## src/rtl/conv_window_feeder.sv

```systemverilog
// Raster pixel stream to 3x3 window feeder with serial kernel load and a start/done handshake to a convolution engine.
// Optional FEEDER_TIMEOUT_EN adds a START watchdog and a sticky err output.
module conv_window_feeder #(
  parameter int IMG_W = 8,
  parameter int IMG_H = 8
) (
  input  logic        clk,
  input  logic        reset,
  input  logic [7:0]  pix_in,
  input  logic        pix_valid,
  output logic        pix_ready,
  input  logic [7:0]  k_in,
  input  logic        k_load,
  output logic [71:0] win_x,
  output logic [71:0] kern_k,
  output logic        conv_start,
  input  logic        conv_done,
  input  logic [19:0] conv_result,
  output logic [19:0] res_out,
  output logic        res_valid,
  input  logic        res_ready,
`ifdef FEEDER_TIMEOUT_EN
  output logic        err,
`endif
  output logic        frame_done
);

  localparam int CW = $clog2(IMG_W);
  localparam int RW = $clog2(IMG_H);

  localparam logic [2:0] FILL    = 3'd0;
  localparam logic [2:0] START   = 3'd1;
  localparam logic [2:0] WAIT    = 3'd2;
  localparam logic [2:0] CAPTURE = 3'd3;
  localparam logic [2:0] OUT     = 3'd4;

  logic [2:0]    state_r, state_s;
  logic [CW-1:0] col_r;
  logic [RW-1:0] row_r;
  logic [7:0]    lb0_r [IMG_W];
  logic [7:0]    lb1_r [IMG_W];
  logic [71:0]   win_r, kern_r;
  logic [3:0]    kcnt_r;
  logic          issued_r, last_r;
  logic [19:0]   res_r;
  logic          pix_ready_r, conv_start_r, res_valid_r, frame_done_r;
  logic          xfer_s, kacc_s, accept_s, win_done_s, last_win_s, tmo_s;

  assign xfer_s     = pix_valid & pix_ready_r;
  assign win_done_s = xfer_s && (col_r >= CW'(2)) && (row_r >= RW'(2));
  assign last_win_s = (col_r == CW'(IMG_W - 1)) && (row_r == RW'(IMG_H - 1));
  assign accept_s   = (state_r == OUT) && res_ready;
  assign kacc_s     = k_load && (state_r == FILL) && !issued_r;

`ifdef FEEDER_TIMEOUT_EN
  logic [3:0] wd_r;
  logic       err_r;
  assign tmo_s = (state_r == START) && !conv_done && (wd_r == 4'hF);
  assign err   = err_r;

  // Watchdog over cycles spent in START; err stays set until reset.
  always_ff @(posedge clk or negedge reset) begin
    if (!reset) begin
      wd_r  <= 4'd0;
      err_r <= 1'b0;
    end else begin
      wd_r  <= (state_r == START) ? wd_r + 4'd1 : 4'd0;
      err_r <= err_r | tmo_s;
    end
  end
`else
  assign tmo_s = 1'b0;
`endif

  // Next-state selection.
  always_comb begin
    state_s = state_r;
    case (state_r)
      FILL:    if (win_done_s) state_s = START; else state_s = FILL;
      START: begin
        if (conv_done)  state_s = WAIT;
        else if (tmo_s) state_s = OUT;
        else            state_s = START;
      end
      WAIT:    state_s = CAPTURE;
      CAPTURE: state_s = OUT;
      OUT:     if (res_ready) state_s = FILL; else state_s = OUT;
      default: state_s = FILL;
    endcase
  end

  // Line buffers, shift window and raster position; the window only moves in FILL.
  always_ff @(posedge clk or negedge reset) begin
    if (!reset) begin
      col_r <= '0;
      row_r <= '0;
      win_r <= 72'd0;
      for (int i = 0; i < IMG_W; i++) begin
        lb0_r[i] <= 8'd0;
        lb1_r[i] <= 8'd0;
      end
    end else if (xfer_s) begin
      lb1_r[col_r] <= lb0_r[col_r];
      lb0_r[col_r] <= pix_in;
      win_r <= {pix_in, win_r[71:56], lb0_r[col_r], win_r[47:32], lb1_r[col_r], win_r[23:8]};
      if (col_r == CW'(IMG_W - 1)) begin
        col_r <= '0;
        row_r <= row_r + RW'(1);
      end else begin
        col_r <= col_r + CW'(1);
      end
    end else if (accept_s && last_r) begin
      col_r <= '0;
      row_r <= '0;
    end
  end

  // Control state, kernel capture, result register and registered handshake outputs.
  always_ff @(posedge clk or negedge reset) begin
    if (!reset) begin
      state_r      <= FILL;
      kern_r       <= 72'd0;
      kcnt_r       <= 4'd0;
      issued_r     <= 1'b0;
      last_r       <= 1'b0;
      res_r        <= 20'd0;
      pix_ready_r  <= 1'b0;
      conv_start_r <= 1'b0;
      res_valid_r  <= 1'b0;
      frame_done_r <= 1'b0;
    end else begin
      state_r <= state_s;
      if (kacc_s) begin
        kern_r[{kcnt_r, 3'b000} +: 8] <= k_in;
        kcnt_r <= (kcnt_r == 4'd8) ? 4'd0 : kcnt_r + 4'd1;
      end
      if (win_done_s) begin
        issued_r <= 1'b1;
        last_r   <= last_win_s;
      end else if (accept_s && last_r) begin
        issued_r <= 1'b0;
        last_r   <= 1'b0;
      end
      if (state_r == CAPTURE) res_r <= conv_result;
      else if (tmo_s)         res_r <= 20'd0;
      pix_ready_r  <= (state_s == FILL);
      conv_start_r <= (state_s == START) || (state_s == WAIT) || (state_s == CAPTURE);
      res_valid_r  <= (state_s == OUT);
      frame_done_r <= accept_s && last_r;
    end
  end

  assign pix_ready  = pix_ready_r;
  assign win_x      = win_r;
  assign kern_k     = kern_r;
  assign conv_start = conv_start_r;
  assign res_out    = res_r;
  assign res_valid  = res_valid_r;
  assign frame_done = frame_done_r;

endmodule
```

## config.mk

```make
export PLATFORM = sky130hd
export DESIGN_NAME = conv_window_feeder
export DESIGN_NICKNAME = d
export VERILOG_FILES = /design/src/rtl/conv_window_feeder.sv
export SDC_FILE = /design/constraint.sdc
export NUM_CORES = 1
export LEC_CHECK = 0
export ABC_AREA = 1
export BUFFER_PORTS_ARGS = -buffer_cell sky130_fd_sc_hd__buf_2
export CAP_MARGIN = 20
export CORE_MARGIN = 8
export CORE_UTILIZATION = 57
export DETAILED_ROUTE_END_ITERATION = 16
export GPL_TIMING_DRIVEN = 0
export PLACE_DENSITY = 0.8
export REMOVE_ABC_BUFFERS = 1
export SETUP_SLACK_MARGIN = 0.05
export SLEW_MARGIN = 0
export SYNTH_ARGS = -nofsm -noshare
export SYNTH_HDL_FRONTEND = slang
export SYNTH_SLANG_ARGS = --single-unit
```

## constraint.sdc

```tcl
create_clock -name clk -period 2.35 [get_ports clk]
set_clock_uncertainty 0.1 [all_clocks]
set_input_delay 0.235 -clock clk [delete_from_list [all_inputs] [get_ports clk]]
set_output_delay 0.235 -clock clk [all_outputs]
set_load 0.005 [all_outputs]
```

==> impl_metrics.env <==
export IMPL_status="completed"
export IMPL_dr_pass1_iters=7
export IMPL_die_area_um2=28700
export IMPL_fp_coreArea_um2=23300
export IMPL_synthArstFlopShare=1.00
export IMPL_viasPerCell=5.36
export IMPL_drc=0
export IMPL_dp_hpwl_mm=22.1
export IMPL_setup_violations=0
export IMPL_grt_pass1_vias=11473
export IMPL_yosysTopAreaCell="dfrtp_1"
export IMPL_synth_top_cell_area_share=0.579
export IMPL_power_total_w=0.0195
export IMPL_port_buffers=209
export IMPL_hold_viol_final=0
export IMPL_routed_wl_mm=36.6
export IMPL_cp_slowest_cell="dfrtp_1"
export IMPL_route_detailed_wl_per_inst_um=17.0
export IMPL_grtUsageTotal=0.255
export IMPL_netlist_top_cells_count="nand2_1 (665), dfrtp_1 (311), o21ai_0 (128), inv_1 (110), nand3_1 (86)"
export IMPL_h_tree_depth=2
export IMPL_root_buffer="clkbuf_16"
export IMPL_critPathLaunchType="flip-flop"
export IMPL_cts_buffers=34
export IMPL_grt_ovfl_total=0
export IMPL_netlist_instances=1571
export IMPL_io_pins=210
export IMPL_start_util=0.576
export IMPL_synth_edff_count=0
export IMPL_floorplan_rows=56
export IMPL_grt_pass1_wl_mm=59.1
export IMPL_rsz0062_at_grt="false"
export IMPL_crit_family="simple AND/OR/NAND/NOR gates"
export IMPL_crit_fanout=8
export IMPL_hold_class="primary input to flip-flop"
export IMPL_num_vias=11557
export IMPL_dieHeight_um=170
export IMPL_fin_crit_sh=0.913
export IMPL_clock_latency_ns=0.51
export IMPL_fin_cells=2156
export IMPL_ys_warn_count=0
export IMPL_critical_path_max_stage_delay_ns=0.41
export IMPL_diodes=0
export IMPL_gp_congestion=0.845
export IMPL_clockBufferDepth=3
export IMPL_drt_initial_drc_count=1097
export IMPL_die_w_um=170
export IMPL_period_minus_slack_ns=2.15
export IMPL_place_inst=2040
export IMPL_ant_nets=0
export IMPL_grt_antenna_before_repair=0
export IMPL_synth_seq_cells=311
export IMPL_pre_cts_slack_ns=-1.61
export IMPL_synth_most_common_cell="nand2_1"
export IMPL_clk_pin_slew_ns=0.06
export IMPL_num_nets_final=1867
export IMPL_crit_chain="inv_1, ha_4, nand3_1, nand2_1, inv_1, nor2_1, nand3_2, nand2_1, nand2_1"
export IMPL_yosysUniqueCellTypes=28
export IMPL_cp_common_cell="nand2_1"
export IMPL_final_layout_size_suffix_gt1_frac=0.200
export IMPL_grt_max_degree=127
export IMPL_startpoint="kcnt_r[1]$_DFFE_PN0P_"
export IMPL_vdd_ir_drop_max_uv=843
export IMPL_ys_seq_area_frac=0.579
export IMPL_worst_path_buf_inv=2
export IMPL_cap_violations=0
export IMPL_max_slew_margin=0.340
export IMPL_worst_slew_pin_slew_ns=0.988
export IMPL_timing_rr_start="kcnt_r[1]$_DFFE_PN0P_"
export IMPL_synth_area_per_cell_um2=8.55
export IMPL_p_leak_nw=8.88
export IMPL_fin_ws_ns=0.204
export IMPL_syn_area_um2=13400
export IMPL_synth_area_top_cells="dfrtp_1 (58%), nand2_1 (19%), o21ai_0 (4.8%)"
export IMPL_required_ns=2.65
export IMPL_worstPathArrival_ns=2.44
export IMPL_hp_start="k_load"
export IMPL_clock_sinks=311
export IMPL_synth_flop_cell="dfrtp_1"
export IMPL_tns_ns=0
export IMPL_areaGrowthSynthToFinish_pct=22.7
export IMPL_fmax_ghz=0.466
export IMPL_end_kind="flip-flop"
export IMPL_cts_tree="built"
export IMPL_power_density_nw_per_um2=1180
export IMPL_slew_viol_final=0
export IMPL_path_class="flip-flop to flip-flop"
## metal layers
layer | share of wire | track usage | up-vias
li1 | - | - | 5460
met5 | 0 | 0 | -
met1 | 0.40 | 0.322 | 5527
met3 | 0.078 | 0.0465 | 82
met2 | 0.49 | 0.436 | 488
met4 | 0.027 | 0.0846 | 0
## repair_timing
| item | 4_1_cts | 5_1_grt |
|---|---|---|
| resized for setup | 37 | 2 |
| hold buffers | 39 | 0 |
| buffers inserted | 10 | 3 |
| endpoints found under the setup margin | 213 | 57 |
| endpoints found under the hold margin | 172 | 0 |
| gates cloned | 5 | 1 |
| pin swaps | 7 | 2 |
## tightest hold or removal path, delay by kind of cell
family        cells  cell delay, ns
buf+inv           1            0.11
simple gates      4            0.39
## per-stage QoR
stage / cell area (µm²) / utilization / hold slack, ns
final: 16500 / 0.707 / 0.171
after global routing: 16500 / 0.707 / 0.172
after CTS: 16400 / 0.705 / 0.158
after detailed placement: 14700 / 0.631 / 0.216
after global placement: 14600 / 0.624 / 0.350
after floorplan: 13100 / - / -0.161
## kinds of logic (layout without fill, tap and decap cells)
group | after synthesis | count (layout) | synth area share
compound gates | 163 | 163 | 0.0657
flops | 311 | 311 | 0.579
xor+xnor | 1 | 1 | 0.000652
simple gates | 883 | 889 | 0.271
fa+ha+maj | 10 | 10 | 0.00931
mux | 20 | 20 | 0.0168
buf+inv | 183 | 443 | 0.0570
## where the power goes
group | internal [W] | total, W | switching [W] | leakage [nW]
clock network | 0.00300 | 0.00508 | 0.00208 | 0.526
logic | 0.00230 | 0.00617 | 0.00387 | 4.36
registers | 0.00721 | 0.00827 | 0.00105 | 3.99
## sequential cells by signal, indices dropped and copies added, names as in the netlist
signal,flops
pix_ready,1
kcnt_r,4
res_out,20
lb0_r,64
conv_start,1
last_r,1
issued_r,1
col_r,3
frame_done,1
kern_k,72
win_x,72
lb1_r,64
state_r,3
res_valid,1
row_r,3
## placed cells by master (no fill, tap or decap), types with 5 or more instances in the layout
cell / n
nand2_1: 658
dfrtp_1: 308
buf_2: 208
o21ai_0: 128
inv_1: 103
nand3_1: 86
nor2_1: 65
dlygate4sd3_1: 39
clkbuf_16: 35
o211ai_1: 24
mux2_2: 20
nand4_1: 15
nor2_4: 14
buf_4: 13
nand2_2: 10
nand2_4: 10
nand3b_1: 10
ha_1: 9
or2_2: 8
clkinvlp_4: 8
clkinv_2: 8
clkbuf_1: 7
o22ai_1: 6
inv_2: 5
nor3_1: 5
o21ai_1: 5
clkbuf_8: 5
## cell type report
class | instances | area [µm²]
Sequential cell | 311 | 7790
Tap cell | 319 | 399
Timing Repair Buffer | 268 | 1700
Inverter | 117 | 470
Fill cell | 1831 | 6840
Multi-Input combinational cell | 1083 | 5080
Clock inverter | 11 | 86.3
Clock buffer | 47 | 971
## final timing paths
path | end | cells after the start | slack [ns]
worst max-delay path | kern_k[68]$_DFFE_PN0P_ | 9 | 0.20
max in group asynchronous | kcnt_r[0]$_DFFE_PN0P_ | 3 | 0.78
worst min register to register | kern_k[55]$_DFFE_PN0P_ | 2 | 0.37
min in group asynchronous | res_out[13]$_DFFE_PN0N_ | 2 | 0.26
worst max register to register | kern_k[68]$_DFFE_PN0P_ | 9 | 0.20
worst min-delay path | kern_k[30]$_DFFE_PN0P_ | 5 | 0.17
No activity file was read; power rests on OpenSTA's default activity.
